==> config.mk <==
export PLATFORM = sky130hd
export DESIGN_NAME = lsu_ctrl
export DESIGN_NICKNAME = d
export VERILOG_FILES = /design/src/rtl/lsu_ctrl.sv
export SDC_FILE = /design/constraint.sdc
export NUM_CORES = 1
export LEC_CHECK = 0
export ABC_CLOCK_PERIOD_IN_PS = 3350
export BUFFER_PORTS_ARGS = -buffer_cell sky130_fd_sc_hd__buf_2
export CAP_MARGIN = 10
export CORE_AREA = 2 2 138 140
export CTS_CLUSTER_DIAMETER = 100
export DETAILED_ROUTE_END_ITERATION = 10
export DIE_AREA = 0 0 140 142
export PLACE_DENSITY = 0.82
export SLEW_MARGIN = 0
export SYNTH_ARGS = -nofsm -noshare
export SYNTH_HDL_FRONTEND = slang
export SYNTH_SLANG_ARGS = --single-unit
==> constraint.sdc <==
create_clock -name clk_i -period 3.35 [get_ports clk_i]
set_input_delay 0.5025 -clock clk_i [delete_from_list [all_inputs] [get_ports clk_i]]
set_output_delay 0.5025 -clock clk_i [all_outputs]
set_load 0.03 [all_outputs]
==> src/rtl/lsu_ctrl.sv <==
// Load/store control stage in front of the RV32I data memory.
// A request is taken from execute over a valid/ready handshake. It is checked for a legal funct3
// and for natural alignment, then presented to the data memory for WAIT_CYCLES+1 cycles.
// The stage returns a registered response on a second valid/ready handshake and keeps
// saturating load, store and error counters for debug/CSR readout.
// Ports:
//   clk_i, reset_i      clock, synchronous active-high reset
//   req_*               request from execute (valid/ready, we, funct3, addr, wdata, rd tag)
//   mem_*               data memory port (write enable, funct3, address, write data, read data)
//   rsp_*               response to writeback (valid/ready, rdata, rd tag, is_load, err, badaddr)
//   ld/st/err_cnt_o     saturating statistics counters
module lsu_ctrl #(
  parameter int unsigned ADDR_WIDTH  = 32,
  parameter int unsigned DATA_WIDTH  = 32,
  parameter int unsigned WAIT_CYCLES = 0,
  parameter int unsigned CNT_WIDTH   = 16
) (
  input  logic                  clk_i,
  input  logic                  reset_i,
  input  logic                  req_valid_i,
  output logic                  req_ready_o,
  input  logic                  req_we_i,
  input  logic [2:0]            req_funct3_i,
  input  logic [ADDR_WIDTH-1:0] req_addr_i,
  input  logic [DATA_WIDTH-1:0] req_wdata_i,
  input  logic [4:0]            req_rd_i,
  output logic                  mem_wr_en_o,
  output logic [2:0]            mem_funct3_o,
  output logic [ADDR_WIDTH-1:0] mem_addr_o,
  output logic [DATA_WIDTH-1:0] mem_wr_data_o,
  input  logic [DATA_WIDTH-1:0] mem_rd_data_i,
  output logic                  rsp_valid_o,
  input  logic                  rsp_ready_i,
  output logic [DATA_WIDTH-1:0] rsp_rdata_o,
  output logic [4:0]            rsp_rd_o,
  output logic                  rsp_is_load_o,
  output logic                  rsp_err_o,
  output logic [ADDR_WIDTH-1:0] rsp_badaddr_o,
  output logic [CNT_WIDTH-1:0]  ld_cnt_o,
  output logic [CNT_WIDTH-1:0]  st_cnt_o,
  output logic [CNT_WIDTH-1:0]  err_cnt_o
);

  typedef enum logic [1:0] {StIdle, StAccess, StResp} state_e;

  localparam logic [2:0] WaitInit = 3'(WAIT_CYCLES);

  state_e                state_q;
  logic                  we_q;
  logic [2:0]            funct3_q;
  logic [ADDR_WIDTH-1:0] addr_q;
  logic [DATA_WIDTH-1:0] wdata_q;
  logic [4:0]            rd_q;
  logic [2:0]            wait_q;
  logic                  req_ready_q;
  logic                  rsp_valid_q;
  logic [DATA_WIDTH-1:0] rsp_rdata_q;
  logic                  rsp_is_load_q;
  logic                  rsp_err_q;
  logic [ADDR_WIDTH-1:0] rsp_badaddr_q;
  logic [CNT_WIDTH-1:0]  ld_cnt_q, st_cnt_q, err_cnt_q;

  logic req_legal, req_aligned, req_ok;

  always_comb begin
    if (req_we_i) begin
      req_legal = req_funct3_i inside {3'b000, 3'b001, 3'b010};
    end else begin
      req_legal = req_funct3_i inside {3'b000, 3'b001, 3'b010, 3'b100, 3'b101};
    end
    // funct3[1:0] encodes the access size for both loads and stores.
    unique case (req_funct3_i[1:0])
      2'b01:   req_aligned = ~req_addr_i[0];
      2'b10:   req_aligned = (req_addr_i[1:0] == 2'b00);
      default: req_aligned = 1'b1;
    endcase
    req_ok = req_legal & req_aligned;
  end

  always_ff @(posedge clk_i) begin
    if (reset_i) begin
      state_q       <= StIdle;
      we_q          <= 1'b0;
      funct3_q      <= 3'b000;
      addr_q        <= '0;
      wdata_q       <= '0;
      rd_q          <= 5'd0;
      wait_q        <= 3'd0;
      req_ready_q   <= 1'b1;
      rsp_valid_q   <= 1'b0;
      rsp_rdata_q   <= '0;
      rsp_is_load_q <= 1'b0;
      rsp_err_q     <= 1'b0;
      rsp_badaddr_q <= '0;
      ld_cnt_q      <= '0;
      st_cnt_q      <= '0;
      err_cnt_q     <= '0;
    end else begin
      unique case (state_q)
        StIdle: begin
          if (req_valid_i && req_ready_q) begin
            we_q        <= req_we_i;
            funct3_q    <= req_funct3_i;
            addr_q      <= req_addr_i;
            wdata_q     <= req_wdata_i;
            rd_q        <= req_rd_i;
            req_ready_q <= 1'b0;
            if (req_ok) begin
              state_q <= StAccess;
              wait_q  <= WaitInit;
            end else begin
              // Faulting requests skip the memory entirely.
              state_q       <= StResp;
              rsp_valid_q   <= 1'b1;
              rsp_err_q     <= 1'b1;
              rsp_badaddr_q <= req_addr_i;
              rsp_rdata_q   <= '0;
              rsp_is_load_q <= ~req_we_i;
            end
          end
        end
        StAccess: begin
          if (wait_q == 3'd0) begin
            state_q       <= StResp;
            rsp_valid_q   <= 1'b1;
            rsp_err_q     <= 1'b0;
            rsp_badaddr_q <= '0;
            rsp_is_load_q <= ~we_q;
            rsp_rdata_q   <= we_q ? '0 : mem_rd_data_i;
          end else begin
            wait_q <= wait_q - 3'd1;
          end
        end
        StResp: begin
          if (rsp_ready_i) begin
            state_q     <= StIdle;
            rsp_valid_q <= 1'b0;
            req_ready_q <= 1'b1;
            if (rsp_err_q) begin
              if (err_cnt_q != '1) err_cnt_q <= err_cnt_q + 1'b1;
            end else if (rsp_is_load_q) begin
              if (ld_cnt_q != '1) ld_cnt_q <= ld_cnt_q + 1'b1;
            end else begin
              if (st_cnt_q != '1) st_cnt_q <= st_cnt_q + 1'b1;
            end
          end
        end
        default: state_q <= StIdle;
      endcase
    end
  end

  // Reset is gated in combinationally so a reset in the final access cycle blocks the write.
  assign mem_wr_en_o   = (state_q == StAccess) && (wait_q == 3'd0) && we_q && !reset_i;
  assign mem_funct3_o  = funct3_q;
  assign mem_addr_o    = addr_q;
  assign mem_wr_data_o = wdata_q;

  assign req_ready_o   = req_ready_q;
  assign rsp_valid_o   = rsp_valid_q;
  assign rsp_rdata_o   = rsp_rdata_q;
  assign rsp_rd_o      = rd_q;
  assign rsp_is_load_o = rsp_is_load_q;
  assign rsp_err_o     = rsp_err_q;
  assign rsp_badaddr_o = rsp_badaddr_q;
  assign ld_cnt_o      = ld_cnt_q;
  assign st_cnt_o      = st_cnt_q;
  assign err_cnt_o     = err_cnt_q;

endmodule

==> impl_metrics.yaml <==
grt:
  grt_pass1_wl_um: 34550
  grt_start_max_net_pins: 79
  grt_overflow: 0
  grt_pass1_vias: 7034
  antenna_found_initial: 1
  grtUsageTotal_pct: 21.13
routing:
  drcViolationCount: 16
  finalWirelength_um: 21810
  ant_nets: 0
  vias_per_cell: 5.180
  vias: 7584
  drt_iter0_drc: 406
  wl_per_cell_um: 14.90
  first_pass_iters: 10
floorplanning:
  design.core.area_sq_mm: 0.01846
  floorplan.initialDensity_pct: 43.38
  io_pins: 298
  die_width_um: 140
  die_h_um: 142
  placement_rows: 50
  dieArea_sq_mm: 0.01988
clocking:
  post-cts-setup-buffers: 0
  clkSlewWorstSetupHoldPaths_ps: 80
  hold_buffers: 0
  cts_tree: "yes"
  cts_resized: 0
  htree_num_levels: 4
  clk_latency_ps: 420
  cts_buffer_depth: 2
  clock-sinks: 194
  cts_root_buffer: "clkbuf_16"
  cts_buffers: 17
synth:
  ys_warn_count: 0
  synthTopCellsByArea: "dfxtp_1, nand2_1, a21oi_1, nand3_1, nand3b_1"
  yosysUniqueCellTypes: 62
  yosysSeqAreaShare_pct: 48.51
  synth_fp_nets: 1072
  syn_inst: 952
  ys_async_sr_fraction_pct: 0
  synth_top_cell_by_area: "dfxtp_1"
  syn_area_sq_mm: 0.008006
  synth.most_common_cell: "nand2_1"
  synth_edf_count: 0
  synth_common_cells: "nand2_1, dfxtp_1, a21oi_1, nand3_1, nor2_1"
  syn_area_per_cell_sq_um: 8.410
  yosys_most_used_dff: "dfxtp_1"
  yosysTopAreaCellShare_pct: 48.51
  ys_ff_latch: 194
placement:
  io_buffers: 297
  place_congestion: 0.7909
  placed_cells_incl_taps: 1432
  dp_hpwl_um: 15270
timing:
  tns_ps: 0
  drv_slew: 0
  fin_crit_sh_pct: 73.42
  slew_headroom_pct: 44.84
  hold_viol: 0
  setup_viol: 0
  worstMarginPinSlew_ps: 819.9
  fmax_ghz: 0.4066
  period_minus_slack_ps: 2460
  rsz0062_at_grt: "false"
  clock_skew_ps: 16.30
pwr:
  cellLeakagePower_nw: 4.658
  peakVddDrop_v: 0.0003716
  switching_share_pct: 38.13
  p_seq_share_pct: 39.9
  p_int_mw: 4.200
  p_per_area_mw_per_mm2: 670.9
  pwr-share-comb_pct: 29.9
  clkPwrFrac_pct: 30.2
  power_switching_mw: 2.589
setup_path:
  arrival_ps: 2810
  crit_path_start_kind: "flop"
  required_ps: 3700
  worstPathMaxFanout: 35
  critPathCaptureType: "flop"
  critPathKind: "flop to flop"
final_layout:
  syn_to_final_growth_pct: 26.38
  nNetsFinal: 1337
  nFillCells: 1695
  instances_no_fill: 1464
  final_core_util_pct: 54.83
  final_layout_size_suffix_gt1_share_pct: 29.05
flow_run:
  cap_viol_max_count: 0
min_path:
  hold_path_class: "primary input to flop"
outcome:
  violations: "design-rule violations"
  status: "finished, violations left"
==> cells by family after synthesis <==
group	after synthesis	share of synthesized area (%)
compound gates	164	12.30
xor+xnor	35	3.829
fa+ha+maj	11	1.719
buf+inv	72	5.235
flops	194	48.51
mux	7	0.8908
simple gates	469	27.52
==> path summary, 6_finish.rpt <==
path         slack, ps                end  depth (start not counted)         startpoint
min                290    rsp_rdata_o[11]                          3  mem_rd_data_i[11]
min reg2reg        450  rsp_badaddr_o[24]                          2  rsp_badaddr_o[24]
max reg2reg        890   rsp_badaddr_o[1]                          8         state_q[1]
max                890   rsp_badaddr_o[1]                          8         state_q[1]
==> routing by layer <==
metal,wire length [um],global-route usage [%],up-vias
li1,-,-,3780
met4,489,7.124,0
met5,0,0,-
met3,1644,6.326,31
met2,10430,34.92,280
met1,9249,26.54,3493
==> cell type report <==
class | count | area, sq um | share of cell area, %
well taps | 234 | 292.8 | 2.894
flip-flops and latches | 194 | 3884 | 38.38
inverters | 11 | 41.29 | 0.4081
clock buffers | 17 | 425.4 | 4.204
repair buffers | 307 | 1580 | 15.62
diodes | 1 | 2.502 | 0.02473
clock inverters | 14 | 171.4 | 1.694
multi-input cells | 686 | 3721 | 36.77
==> worst max-delay path, stage by stage (launching register included) <==
cell,delay (ps)
dfxtp_1,330
inv_1,80
ha_1,340
inv_2,60
o2bb2ai_1,380
a311o_2,690
buf_12,270
nand2_1,100
a21oi_2,120
==> state kept, by name, summed over array words and instances (netlist names), 5 cells and up <==
signal         flops
ld_cnt_o          16
rsp_rdata_o       32
mem_wr_data_o     32
st_cnt_o          16
rsp_badaddr_o     32
err_cnt_o         16
mem_addr_o        32
rsp_rd_o           5
==> cells in the final DEF (no fill, tap or decap), types with 3 or more instances in the layout <==
master,netlist,routed
a211oi_1,5,5
a21oi_2,3,3
nand4b_1,3,3
o21ai_0,5,5
nand3b_1,32,32
buf_4,2,9
nor2b_1,5,5
nand2_1,237,237
inv_6,0,4
a31oi_1,3,3
xnor2_1,15,15
nor2_1,53,52
nor4_1,4,4
clkinv_8,0,3
and4_1,7,7
nand3_1,80,79
buf_2,2,296
clkinv_4,0,4
and2_1,5,5
dfxtp_1,194,194
o211ai_1,6,6
ha_1,11,11
nor3_1,7,6
nand4_1,12,12
mux2i_1,6,6
clkbuf_16,0,17
a21oi_1,118,118
o21bai_1,3,3
and3_1,9,9
xor2_1,20,20
inv_1,10,10
==> stage by stage <==
step | hold slack, ps | instance area (sq um) | total power [mW] | worst slack [ps]
after floorplan | 458.6 | 8006 | 4.322 | 1229
after global placement | 435.2 | 9519 | 4.760 | 741.6
after detailed placement | 441.6 | 9519 | 4.797 | 624.8
after CTS | 266.7 | 10120 | 6.861 | 871.1
after global routing | 273.8 | 10120 | 7.144 | 697.0
final | 287.2 | 10120 | 6.789 | 890.4
==> power groups by stage <==
stage,Clock [mW],Combinational [mW],Sequential (mW)
2_1_floorplan,0,1.07,3.25
6_report,2.05,2.03,2.71
5_1_grt,2.20,2.20,2.74
4_1_cts,2.11,2.04,2.71
3_5_place_dp,0,2.04,2.76
3_3_place_gp,0,2.01,2.75
Power figures use the tool's default switching activity.
